### config.mk
export PLATFORM = sky130hd
export DESIGN_NAME = conv_encoder
export DESIGN_NICKNAME = d
export VERILOG_FILES = /design/src/rtl/conv_encoder_pkg.sv /design/src/rtl/conv_codeword.sv /design/src/rtl/conv_encoder.sv
export SDC_FILE = /design/constraint.sdc
export NUM_CORES = 1
export LEC_CHECK = 0
export CORE_AREA = 2 2 54 67
export DETAILED_ROUTE_END_ITERATION = 10
export DIE_AREA = 0 0 56 69
export SETUP_SLACK_MARGIN = 0.3
export SLEW_MARGIN = 30
export SYNTH_ARGS = -nofsm -noshare
export SYNTH_HDL_FRONTEND = slang
export SYNTH_SLANG_ARGS = --single-unit
### constraint.sdc
create_clock -name clock -period 4.8 [get_ports clock]
set_clock_uncertainty 0.15 [all_clocks]
set_input_delay 0.48 -clock clock [delete_from_list [all_inputs] [get_ports clock]]
set_output_delay 0.48 -clock clock [all_outputs]
set_load 0.02 [all_outputs]
### src/rtl/conv_encoder_pkg.sv
`default_nettype none
// ============================================================================
// Module      : vit_pkg
// Description : Shared types, generator constants and helpers for the
//               Viterbi/PRML transmit-side convolutional encoder.
// Revision    : 1.0 - initial release
// ============================================================================
package vit_pkg;

    typedef enum logic [1:0] {
        IDLE   = 2'd0,
        SERIAL = 2'd1,
        TAIL   = 2'd2
    } enc_state_t;

    // Polynomial i lives at bits [i*K +: K]; bit 0 taps the newest stage.
    localparam logic [5:0]  G_K3_DEFAULT = 6'b111_011;
    localparam logic [13:0] G_K7_NASA    = {7'o133, 7'o171};

    function automatic int clog2(input int value);
        int r;
        r = 0;
        for (int i = 0; i < 31; i++) begin
            if ((1 << i) < value) begin
                r = i + 1;
            end
        end
        return r;
    endfunction

endpackage
`default_nettype wire

### src/rtl/conv_codeword.sv
`default_nettype none
// ============================================================================
// Module      : conv_codeword
// Description : Combinational map from the updated shift register to the
//               N coded bits of a rate-1/N convolutional code.
// Revision    : 1.0 - initial release
// ============================================================================
module conv_codeword
    import vit_pkg::*;
#(
    parameter int             K = 3,
    parameter int             N = 2,
    parameter logic [N*K-1:0] G = G_K3_DEFAULT
) (
    input  logic [K-1:0] s,
    output logic [N-1:0] c
);

    genvar i;
    generate
        for (i = 0; i < N; i++) begin : g_poly
            assign c[i] = ^(G[i*K +: K] & s);
        end
    endgenerate

endmodule
`default_nettype wire

### src/rtl/conv_encoder.sv
`default_nettype none
// ============================================================================
// Module      : conv_encoder
// Description : Rate-1/N feed-forward convolutional encoder with serial coded
//               output and optional K-1 zero-bit trellis termination.
// Revision    : 1.0 - initial release
// ============================================================================
module conv_encoder
    import vit_pkg::*;
#(
    parameter int             K = 3,
    parameter int             N = 2,
    parameter logic [N*K-1:0] G = G_K3_DEFAULT
) (
    input  logic clock,
    input  logic reset,
    input  logic in_valid,
    output logic in_ready,
    input  logic in_data,
    input  logic in_last,
    output logic out_valid,
    input  logic out_ready,
    output logic out_data,
    output logic out_last
);

    localparam int IW = clog2(N);
    localparam int TW = clog2(K);

    localparam logic [1:0]    c_ST_IDLE   = IDLE;
    localparam logic [1:0]    c_ST_SERIAL = SERIAL;
    localparam logic [1:0]    c_ST_TAIL   = TAIL;
    localparam logic [IW-1:0] c_IDX_LAST  = IW'(N - 1);
    localparam logic [TW-1:0] c_TAIL_LAST = TW'(K - 1);

    logic [1:0]    r_state, w_state_nxt;
    logic [K-1:0]  r_s, w_s_enc;
    logic [N-1:0]  r_c, w_cw, w_c_nxt;
    logic [IW-1:0] r_idx, w_idx_nxt;
    logic [TW-1:0] r_tail_cnt, w_tail_nxt;
    logic          r_tail_pending, w_tail_pending_nxt;
    logic          r_out_valid, r_out_data, r_out_last;
    logic          w_enc, w_enc_bit, w_out_hs, w_at_last, w_accept;

    assign w_s_enc   = {r_s[K-2:0], w_enc_bit};
    assign w_at_last = (r_idx == c_IDX_LAST);
    assign w_out_hs  = (r_state != c_ST_IDLE) && out_ready;
    assign in_ready  = (r_state == c_ST_IDLE) ||
                       ((r_state == c_ST_SERIAL) && w_at_last && out_ready && !r_tail_pending);
    assign w_accept  = in_valid && in_ready;

    conv_codeword #(
        .K (K),
        .N (N),
        .G (G)
    ) u_codeword (
        .s (w_s_enc),
        .c (w_cw)
    );

    always_comb begin
        w_state_nxt        = r_state;
        w_idx_nxt          = r_idx;
        w_tail_nxt         = r_tail_cnt;
        w_tail_pending_nxt = r_tail_pending;
        w_enc              = 1'b0;
        w_enc_bit          = 1'b0;
        case (r_state)
            c_ST_IDLE: begin
                if (w_accept) begin
                    w_enc              = 1'b1;
                    w_enc_bit          = in_data;
                    w_idx_nxt          = '0;
                    w_tail_pending_nxt = in_last;
                    w_state_nxt        = c_ST_SERIAL;
                end
            end
            c_ST_SERIAL: begin
                if (w_out_hs) begin
                    if (!w_at_last) begin
                        w_idx_nxt = r_idx + 1'b1;
                    end else if (r_tail_pending) begin
                        w_enc       = 1'b1;
                        w_idx_nxt   = '0;
                        w_tail_nxt  = TW'(1);
                        w_state_nxt = c_ST_TAIL;
                    end else if (w_accept) begin
                        // Next info bit rides the final handshake: no bubble.
                        w_enc              = 1'b1;
                        w_enc_bit          = in_data;
                        w_idx_nxt          = '0;
                        w_tail_pending_nxt = in_last;
                    end else begin
                        w_state_nxt = c_ST_IDLE;
                    end
                end
            end
            c_ST_TAIL: begin
                if (w_out_hs) begin
                    if (!w_at_last) begin
                        w_idx_nxt = r_idx + 1'b1;
                    end else if (r_tail_cnt < c_TAIL_LAST) begin
                        w_enc      = 1'b1;
                        w_idx_nxt  = '0;
                        w_tail_nxt = r_tail_cnt + 1'b1;
                    end else begin
                        w_tail_nxt         = '0;
                        w_tail_pending_nxt = 1'b0;
                        w_state_nxt        = c_ST_IDLE;
                    end
                end
            end
            default: w_state_nxt = c_ST_IDLE;
        endcase
    end

    assign w_c_nxt = w_enc ? w_cw : r_c;

    // Outputs are registered from next-state values so they track the FSM.
    always_ff @(posedge clock or posedge reset) begin
        if (reset) begin
            r_state        <= c_ST_IDLE;
            r_s            <= '0;
            r_c            <= '0;
            r_idx          <= '0;
            r_tail_cnt     <= '0;
            r_tail_pending <= 1'b0;
            r_out_valid    <= 1'b0;
            r_out_data     <= 1'b0;
            r_out_last     <= 1'b0;
        end else begin
            r_state        <= w_state_nxt;
            r_s            <= w_enc ? w_s_enc : r_s;
            r_c            <= w_c_nxt;
            r_idx          <= w_idx_nxt;
            r_tail_cnt     <= w_tail_nxt;
            r_tail_pending <= w_tail_pending_nxt;
            r_out_valid    <= (w_state_nxt != c_ST_IDLE);
            r_out_data     <= w_c_nxt[w_idx_nxt];
            r_out_last     <= (w_state_nxt == c_ST_TAIL) && (w_tail_nxt == c_TAIL_LAST) &&
                              (w_idx_nxt == c_IDX_LAST);
        end
    end

    assign out_valid = r_out_valid;
    assign out_data  = r_out_data;
    assign out_last  = r_out_last;

endmodule
`default_nettype wire

-- After elaboration in Yosys (flattened, before gate mapping)
Index checks and enable logic that the tools add are counted.
- register bits: 13
- bits of input ports: 6
- output and inout port bits: 4
- logic and storage cells: 89
- add/subtract/negate cells: 2
- order comparisons: 2
- equal/unequal tests: 10
- mux-type cells: 50
- reduce and logical (&&, ||, !) cells: 16
- operators by type and width (operator ; number):
    $mux W2 ; 15
    $mux W1 ; 29
    $ne A2 B2 Y1 const B ; 6
    $pmux W1 S3 ; 3
    $logic_and A1 B1 Y1 ; 7
    $reduce_and A7 Y1 ; 1
    $eq A2 B2 Y1 const B ; 3
    $pmux W2 S3 ; 1
    $reduce_xor A3 Y1 ; 2
    $pmux W2 S2 ; 1
    $reduce_bool A2 Y1 ; 2
    $reduce_bool A3 Y1 ; 1
    $add A2 B1 Y2 const B ; 1
    $eq A2 B1 Y1 const B ; 1
    $logic_not A2 Y1 ; 1
    $lt A1 B2 Y1 const B ; 1
    $lt A2 B2 Y1 const B ; 1
    $pmux W1 S2 ; 1
    $add A1 B1 Y1 const B ; 1
    $logic_not A1 Y1 ; 1
    $logic_or A1 B1 Y1 ; 1

-- Depth between registers and ports, before layout
Gate-level depths: netlist (run 1).
- depth after elaboration: 15
- depth in mapped cells: 8
- mapped depth without buffers: 7

-- Cells and area by module
From an unflattened synthesis (run 1), not the netlist that was laid out.
- cells, all modules: 83
- area, all modules: 874.6 um^2
- by module, submodules not included (module ; times used ; cells each ; area an instance (um^2) ; sequential area each (um^2)):
    conv_encoder ; 1 ; 81 ; 842.1 ; 325.3
    conv_codeword ; 1 ; 2 ; 32.5 ; 0.0

-- Least setup slack after synthesis (run 1)
OpenSTA, ideal clock, no wires.
- path type: register -> register
- start: register r_state[0]
- end: register r_c[1]
- data arrival time: 1.757 ns
- data required time: 4.525 ns
- slack: 2.768 ns
- stages on the path, launching flop included: 9
- path through: dfrtp_1 inv_1 ha_1 and3b_1 buf_6 a41o_1 nand2_1 a21oi_4 mux2_4
- cells in the longest elaborated chain, start to end: 13
- elaborated cells on any way between the ends: 23
- those cells by class: eq/ne (2); mux (12); reduce/logical (9)
- RTL lines (element ; line ; text):
    start, declared ; conv_encoder.sv:36 ; logic [1:0] r_state, w_state_nxt;
    start signal, assigned ; conv_encoder.sv:122 ; r_state <= c_ST_IDLE;
    start signal, assigned ; conv_encoder.sv:132 ; r_state <= w_state_nxt;
    $eq A2 B1 Y1 ; conv_encoder.sv:49, conv_encoder.sv:68 ;
    $logic_and A1 B1 Y1 (3 in series) ; conv_encoder.sv:49 ; ((r_state == c_ST_SERIAL) && w_at_last && out_ready && !r_tail_pending);
    $logic_or A1 B1 Y1 ; conv_encoder.sv:48 ; assign in_ready = (r_state == c_ST_IDLE) ||
    $logic_and A1 B1 Y1 ; conv_encoder.sv:50 ; assign w_accept = in_valid && in_ready;
    $mux W1 ; conv_encoder.sv:70, conv_encoder.sv:87 ;
    $mux W1 ; conv_encoder.sv:82 ; end else if (r_tail_pending) begin
    $mux W1 ; conv_encoder.sv:80 ; if (!w_at_last) begin
    $mux W1 ; conv_encoder.sv:79 ; if (w_out_hs) begin
    $pmux W1 S2 ; conv_encoder.sv:68 ; case (r_state)
    $reduce_xor A3 Y1 ; conv_codeword.sv:22 ; assign c[i] = ^(G[i*K +: K] & s);
    $mux W2 (*) ; conv_encoder.sv:117 ; assign w_c_nxt = w_enc ? w_cw : r_c;
    named net w_c_nxt[1] ; conv_encoder.sv:38 ; logic [N-1:0] r_c, w_cw, w_c_nxt;
    end signal, assigned ; conv_encoder.sv:134 ; r_c <= w_c_nxt;
    end, declared ; conv_encoder.sv:38 ;
The timed path passes the listed nets; every way through them passes the cells marked *.
A chain may end at the register's enable or synchronous reset.

-- Worst setup path after layout (run 1)
- start: register r_state[1]
- end: output port in_ready
- cells in the longest elaborated chain, start to end: 5
- elaborated cells on any way between the ends: 6
- those cells by class: eq/ne (1); reduce/logical (5)
- RTL lines (element ; line ; text):
    $eq A2 B1 Y1 ; conv_encoder.sv:49 ;
    $logic_and A1 B1 Y1 (3 in series) ; conv_encoder.sv:49 ;
    $logic_or A1 B1 Y1 (*) ; conv_encoder.sv:48 ;
    end, declared ; conv_encoder.sv:18 ; output logic in_ready,
Mark *: on every way between the ends. The rest lies on a longest branch, timed or not.

==> results.ini, run 1 <==
[logic_synthesis]
synth_top_cell_area_share_pct = 34.76
avgSynthCellArea_um2 = 9.956
syn_nets = 104
synth.distinct_cells = 41
yosys-top-cells-area = dfrtp_1 (35%), ha_1 (5.3%), inv_1 (4.4%)
synth_edf_count = 0
ys_warn_count = 0
ys_ff_latch = 13
yosys.area.top_type = dfrtp_1
synth-seq-area-share_pct = 34.76
synthFlopType = dfrtp_1
synthArstFlopShare_pct = 100.0
syn_inst = 94
netlist_area_um2 = 935.9

[route]
route.detailed.drc = 0
post_drt_via_cell_ratio = 5.086
wl_per_cell_um = 13.10
first_pass_iters = 4
vias = 712
drtAntennaViolNets = 0
drt-total-wl_mm = 1.834
drt-initial-drc-count = 30

[timing]
slew_headroom_pct = 67.34
finalMaxSlewViolations = 0
layout_setup_ws_ns = 2.079
rsz0062_at_grt = false
tightest_slew_ns = 0.4893
finalWorstPathRequiredPeriod_ns = 2.721
setup_viol = 0
hold_viol = 0
finalCritPeriodShare_pct = 56.68
fin_tns_setup_ns = 0
clock.fmax_ghz = 0.3676

[floorplan]
floorplan.initialDensity_pct = 29.04
ioPinCount = 10
core.rowCount = 23
die_h_um = 69
core-area_um2 = 3223
die-area_um2 = 3864
die_w_um = 56

[final_layout]
drive_gt1_share_pct = 13.59
final_design_area_no_fill_um2 = 1085
n_fill_cell = 341
final_common_cell = dfrtp_1
layout.cells.non_filler = 140
antenna_cells = 0
synthToLayoutAreaGrowth_pct = 15.91
fin_nets = 114
layout_common_cells = dfrtp_1 (13), inv_1 (11), clkdlybuf4s50_1 (9), o21ai_0 (7)

[critical_path]
crit_end = in_ready
start_kind = register
critPathRequiredTime_ns = 4.17
r2r_start = r_state[0]
crit_path_end_kind = primary output
crit_path_start = r_state[1]
max_stage_delay_ns = 0.53
r2r_setup_slack_ns = 2.36
rr_worst_depth = 7
cp_max_fo = 8
crit_arrival_ns = 2.09
r2r_end = r_c[1]
cp_cell_sequence = inv_1 -> ha_1 -> and4b_2 -> or2_2 -> clkdlybuf4s50_1
path_class = register to primary output
critPathSlowestCell = clkdlybuf4s50_1

[job]
cap_violations = 0

[placement]
dp_slack_ns = 2.117
placed_cell_area_um2 = 1040
placed_cells = 136
io_buffers = 9
hpwl_mm = 1.366
gp_congestion = 0.7556

[power_and_ir_drop]
p_leak_nw = 0.4736
power.density_nw_per_um2 = 624.8
p_total_uw = 677.8
irDropWorstVdd_mv = 0.2577

[clock_tree]
post_cts_buffers = 0
clkLatencyLatePin_ns = 0.24
numClockSinks = 13
clockRootBuffer = clkbuf_8
clkTransAtPathRegs_ns = 0.05
cts-hold-fix-buffers = 0
numCtsBuffers = 3
cts_buffer_depth = 2
cts_max_level = 1
cts_tree = yes
post_cts_resized = 0

[global_route]
grt_first_pass_wirelength_mm = 3.381
grt_antenna_before_repair = 0
grt_max_degree = 15
grt-ovfl-total = 0
grt_pass1_vias = 768
gr-usage-all-layers_pct = 10.68

[run_status]
status = complete, no violations

[worst_hold_path]
hp-class = register to register

==> synthesized netlist by cell type, drive strengths merged, types with 3 or more instances <==
library cell  number
dfrtp             13
inv               11
nand2b             3
nor2               4
mux2i              4
o21a               3
a31oi              3
a21oi              4
o21ai              8
nand2              4
ha                 4
buf                4
==> registers in the layout, indices dropped and copies added, names as in the netlist <==
signal          flops
r_state             2
r_idx               1
out_data            1
r_c                 2
r_s                 2
r_tail_pending      1
out_last            1
out_valid           1
r_tail_cnt          2
==> worst min-delay path by stage <==
stage                to  cells after the start  startpoint
5_1_grt          r_s[1]                      1      r_s[0]
6_report         r_s[1]                      1      r_s[0]
3_3_place_gp     r_s[1]                      1      r_s[0]
4_1_cts          r_s[1]                      1      r_s[0]
2_1_floorplan  out_data                      1       reset
3_5_place_dp     r_s[1]                      1      r_s[0]
==> cell type report <==
class                      count  area (µm²)  area share, %
sequential                    13       325.3          29.99
inverter                      11       41.29          3.806
clock buffer                   4       45.04          4.152
multi-input combinational     66       536.8          49.48
timing repair buffer           9       90.09          8.305
tap                           37       46.29          4.268
==> metrics by stage <==
step	hold slack [ns]	util, %
final	0.3657	33.66
after global routing	0.3791	33.66
after CTS	0.3645	33.66
after detailed placement	0.3514	32.26
after global placement	0.3376	32.26
after floorplan	0.2070	-
==> metal layers <==
metal | GRT usage [%] | vias to the layer above | share of wire, %
li1 | - | 360 | -
met1 | 14.49 | 334 | 50
met2 | 16.60 | 16 | 44
met3 | 2.439 | 2 | 5.0
met4 | 3.704 | 0 | 0.55
met5 | 0 | - | 0
==> logic make-up after synthesis <==
kind of cell,synth area share (%)
multiplexers,7.487
adder cells (fa/ha/maj),5.348
AO/OA/AOI/OAI,26.61
XOR/XNOR,3.610
flip-flops,34.76
buffers and inverters,7.888
AND/OR/NAND/NOR,14.30
==> worst max-delay path: cells and delay by family, from the launching register on <==
family                     cells  cell delay (ns)
DFF                            1             0.40
and+or+nand+nor                2             0.55
buffers and inverters          2             0.61
adders and majority gates      1             0.28
==> where the power goes <==
group	total [mW]	switching, mW	leakage (nW)	internal, mW
Clock	0.0940	0.0356	0.0228	0.0584
Sequential	0.189	0.0386	0.170	0.150
Combinational	0.395	0.216	0.281	0.179
Total	0.678	0.290	0.474	0.388
(Power assumes the default switching activity.)
==> run 2, diff against run 1 <==
==> constraint.sdc (replaced) <==
create_clock -name clock -period 2.2 [get_ports clock]
set_clock_uncertainty 0.15 [all_clocks]
set_input_delay 0.22 -clock clock [delete_from_list [all_inputs] [get_ports clock]]
set_output_delay 0.22 -clock clock [all_outputs]
set_load 0.02 [all_outputs]
==> results.ini, run 2 (same netlist as run 1, synthesis figures left out) <==
[critical_path]
cp_cell_sequence = inv_2 -> ha_4 -> buf_6 -> buf_4 -> buf_4 -> a21boi_1 -> nor4_2 -> a32oi_1 -> o221ai_1
critPathRequiredTime_ns = 2.21
critPathSlowestCell = dfrtp_2
cpLargestDelayFamily = compound AO/OA/AOI/OAI gates
crit_arrival_ns = 2.08
path_class = register to register
max_stage_delay_ns = 0.42
cp_max_fo = 6
crit_path_frequent_cell = buf_4
start_kind = register
crit_path_end_kind = register
worst-path-buf-inv = 4

[clock_tree]
cts-hold-fix-buffers = 0
numClockSinks = 13
clockRootBuffer = clkbuf_8
cts_tree = yes
clkLatencyLatePin_ns = 0.25
cts_max_level = 1
clkTransAtPathRegs_ns = 0.06
numCtsBuffers = 3
cts_buffer_depth = 2

[global_route]
grt-ovfl-total = 0
met1_usage_pct = 15.10
grt_pass1_vias = 832
use_met3_pct = 1.501
grt_max_degree = 14
grt_use_met2_pct = 20.65
gr-usage-all-layers_pct = 12.43
grt_first_pass_wirelength_mm = 3.857
grt_most_used_layer = met2
grt_antenna_before_repair = 0

[worst_hold_path]
hp-class = input port to asynchronous set/reset pin

[timing]
finalWorstPathRequiredPeriod_ns = 2.070
setup_viol = 0
finalCritPeriodShare_pct = 94.11
finalMaxSlewViolations = 0
fin_tns_setup_ns = 0
tightest_slew_ns = 0.5110
rsz0062_at_grt = true
clock.fmax_ghz = 0.4830
hold_viol = 0
slew_headroom_pct = 65.90

[final_layout]
seq_area_um2 = 326.6
antenna_cells = 0
synthToLayoutAreaGrowth_pct = 42.51
drive_gt1_share_pct = 42.15
n_fill_cell = 313
multi_input_area_um2 = 628.1
fin_util_pct = 41.38
fin_nets = 132
layout.cells.non_filler = 158
final_common_cell = buf_4
layout_common_cells = buf_4 (13), dfrtp_1 (12), inv_1 (9), clkdlybuf4s50_1 (8), buf_6 (6)

[power_and_ir_drop]
irDropWorstVdd_mv = 0.8069
p_total_mw = 1.907
p_leak_nw = 0.5792
power.density_nw_per_um2 = 1430

[route]
drt-initial-drc-count = 13
vias = 803
wl_per_cell_um = 14.65
drt-total-wl_mm = 2.314
route.detailed.drc = 0
post_drt_via_cell_ratio = 5.082
first_pass_iters = 4
drtAntennaViolNets = 0

[floorplan]
core-area_um2 = 3223
core.rowCount = 23
die-area_um2 = 3864
floorplan.initialDensity_pct = 29.04
ioPinCount = 10
die_w_um = 56
die_h_um = 69

[job]
cap_violations = 0

[placement]
hpwl_mm = 1.538
io_buffers = 9
placed_cells = 144
gp_congestion = 0.7997

[run_status]
status = complete, no violations

==> run 2: through the flow <==
| stage | hold slack, ns | setup slack (ns) | instance area [µm²] |
|---|---|---|---|
| 5_1_grt | 0.1863 | 0.05754 | 1334 |
| 6_report | 0.1490 | 0.1295 | 1334 |
| 3_5_place_dp | 0.3451 | 0.02481 | 1105 |
| 4_1_cts | 0.1668 | 0.1703 | 1277 |
| 2_1_floorplan | -0.05304 | 0.2159 | 940.9 |
| 3_3_place_gp | 0.3372 | 0.05927 | 1105 |
==> run 2: cell type report <==
class | instances | area share, %
clock buffers | 3 | 3.096
flip-flops and latches | 13 | 24.48
repair buffers | 27 | 18.39
multi-input cells | 66 | 47.09
clock inverters | 1 | 0.3752
well taps | 37 | 3.471
inverters | 11 | 3.096
==> run 2: repair_timing <==
| item | 4_1_cts | 5_1_grt |
|---|---|---|
| buffers inserted | 6 | 4 |
| hold endpoints to repair | 0 | 0 |
| endpoints found under the setup margin | 12 | 13 |
| pin swaps | 7 | 5 |
| gates resized for setup | 24 | 11 |
==> run 2: final timing paths <==
check                           slack (ns)  cells past startpoint        endpoint        from
worst max-delay path                  0.13                      9  r_tail_pending  r_state[0]
worst min-delay path                  0.15                      2           r_idx       reset
worst max register to register        0.13                      9  r_tail_pending  r_state[0]
worst min register to register        0.36                      1          r_s[1]      r_s[0]
max in group asynchronous             1.38                      2      r_state[0]       reset
min in group clock                    0.36                      1          r_s[1]      r_s[0]
==> run 2: worst register-to-register path: stages, from the launching register on <==
cell      delay (ns)
dfrtp_2         0.42
inv_2           0.07
ha_4            0.17
buf_6           0.11
buf_4           0.12
buf_4           0.14
a21boi_1        0.16
nor4_2          0.32
a32oi_1         0.15
o221ai_1        0.17
==> run 2: report_power, final <==
group	total, mW	internal [mW]	switching [mW]
logic	1.29	0.673	0.615
clock network	0.214	0.125	0.0885
registers	0.405	0.329	0.0756
==> run 2: routing by layer <==
layer,wire [µm],up-vias
met5,0,-
met4,56,0
met3,72,6
met2,1175,18
met1,1010,386
li1,-,393
==> run 3, diff against run 2 <==
==> constraint.sdc (replaced) <==
create_clock -name clock -period 2.05 [get_ports clock]
set_clock_uncertainty 0.15 [all_clocks]
set_input_delay 0.41 -clock clock [delete_from_list [all_inputs] [get_ports clock]]
set_output_delay 0.41 -clock clock [all_outputs]
set_load 0.02 [all_outputs]
==> results.ini, run 3 (same netlist as run 1, synthesis figures left out) <==
[global_route]
grt_max_degree = 14
grt_pass1_vias = 967
grt-ovfl-total = 0
grt_first_pass_wirelength_mm = 4.250
grt_antenna_before_repair = 0
gr-usage-all-layers_pct = 13.71
grt_most_used_layer = met2
grt_use_met2_pct = 22.48
met1_usage_pct = 17.25
use_met3_pct = 1.876

[placement]
hpwl_mm = 1.692
placed_cell_area_um2 = 1210
io_buffers = 9
gp_congestion = 0.8608
placed_cells = 158

[floorplan]
die_w_um = 56
core-area_um2 = 3223
floorplan.initialDensity_pct = 29.04
die_h_um = 69
die-area_um2 = 3864
ioPinCount = 10
core.rowCount = 23

[route]
vias = 919
drt-initial-drc-count = 25
post_drt_via_cell_ratio = 5.192
wl_per_cell_um = 15.23
drt-total-wl_mm = 2.695
first_pass_iters = 4
route.detailed.drc = 0
drtAntennaViolNets = 0

[critical_path]
start_kind = register
max_stage_delay_ns = 0.38
crit_arrival_ns = 2.11
cp_cell_sequence = buf_6 -> inv_4 -> ha_4 -> buf_6 -> a21o_1 -> a211o_1 -> a31oi_4 -> mux2i_1 -> mux2i_1
cp_max_fo = 4
critPathSlowestCell = dfrtp_1
path_class = register to register
crit_path_end_kind = register
critPathRequiredTime_ns = 2.03

[run_status]
violations = setup timing
status = finished, violations left

[timing]
finalWorstPathRequiredPeriod_ns = 2.132
setup_viol = 8
slew_headroom_pct = 64.75
clock.fmax_ghz = 0.4690
tightest_slew_ns = 0.5282
finalMaxSlewViolations = 0
hold_viol = 0
finalCritPeriodShare_pct = 104.0
fin_tns_setup_ns = -0.3584
rsz0062_at_grt = true
layout_setup_ws_ns = -0.08222

[power_and_ir_drop]
p_leak_nw = 0.7150
comb_power_share_pct = 73.8
seqPwrFrac_pct = 16.6
pwr-share-clk_pct = 9.6
p_int_mw = 1.469
switching_share_pct = 40.05
power.density_nw_per_um2 = 1546
p_total_mw = 2.450
p_sw_uw = 981.1
irDropWorstVdd_mv = 0.8135

[final_layout]
final_common_cell = buf_4
drive_gt1_share_pct = 57.14
synthToLayoutAreaGrowth_pct = 69.25
antenna_cells = 0
final_design_area_no_fill_um2 = 1584
n_fill_cell = 294
fin_nets = 151
fin_util_pct = 49.15
layout_common_cells = buf_4 (25), dfrtp_1 (13), buf_6 (13), inv_1 (7), clkdlybuf4s50_1 (6)
layout.cells.non_filler = 177

[clock_tree]
numCtsBuffers = 3
cts_max_level = 1
clkLatencyLatePin_ns = 0.24
numClockSinks = 13
cts_tree = yes
clockRootBuffer = clkbuf_8
clkTransAtPathRegs_ns = 0.06
cts_buffer_depth = 2

[job]
cap_violations = 0

[worst_hold_path]
hp-class = input port to asynchronous set/reset pin

==> run 3: changes by cell type in the layout (fill, tap and decap cells not counted), moves of 2 or more <==
cell / change
o21ai_1: -2
buf_4: +12
inv_1: -2
buf_6: +7
clkdlybuf4s50_1: -2
inv_4: +2
o21ai_2: +2
==> run 3: worst paths after layout <==
| kind | endpoint | slack, ns | cells past startpoint | from |
|---|---|---|---|---|
| max in group asynchronous | r_state[1] | 1.05 | 2 | reset |
| worst max-delay path | out_data | -0.08 | 9 | r_state[0] |
| worst min register to register | r_s[1] | 0.36 | 1 | r_s[0] |
| min in group clock | r_s[1] | 0.36 | 1 | r_s[0] |
| worst max register to register | out_data | -0.08 | 9 | r_state[0] |
| worst min-delay path | out_data | 0.35 | 2 | reset |
==> run 3: stage by stage <==
stage	hold WS (ns)	setup WS, ns
floorplan	0.1370	0.06589
global placement	0.3434	-0.3693
detailed placement	0.3468	-0.3770
CTS	0.3606	-0.04052
global route	0.3740	-0.2001
finish	0.3481	-0.08222
==> run 3: area by class of cell <==
class                      count  area, µm²  share of cell area (%)
multi-input combinational     66      705.7                   44.55
timing repair buffer          46      415.4                   26.22
sequential                    13      325.3                   20.54
inverter                      11      46.29                   2.923
tap                           37      46.29                   2.923
clock buffer                   4      45.04                   2.844
==> run 3: worst max-delay path, delay by kind of cell, from the launching register on <==
| family | cells | cell delay, ns |
|---|---|---|
| adders and majority gates | 1 | 0.17 |
| muxes | 2 | 0.29 |
| DFF | 1 | 0.38 |
| buffers and inverters | 3 | 0.28 |
| AOI/OAI and AO/OA | 3 | 0.74 |
==> run 3: what timing repair did <==
item | 4_1_cts | 5_1_grt
resized for setup | 35 | 26
pin swaps | 14 | 14
hold buffers | 0 | 0
buffers inserted | 8 | 7
setup endpoints to repair | 14 | 15
cloned | 0 | 0
==> run 3: metal layers <==
layer	up-vias	routed length (µm)
met5	-	0
met4	0	61
met3	9	87
met2	27	1311
met1	448	1234
li1	435	-
==> run 3: power groups by stage <==
stage	Sequential [mW]	Combinational, mW	Clock, mW
detailed placement	0.403	1.21	0
global placement	0.400	1.19	0
floorplan	0.416	0.777	0
CTS	0.405	1.47	0.237
global route	0.419	1.95	0.247
finish	0.407	1.81	0.236
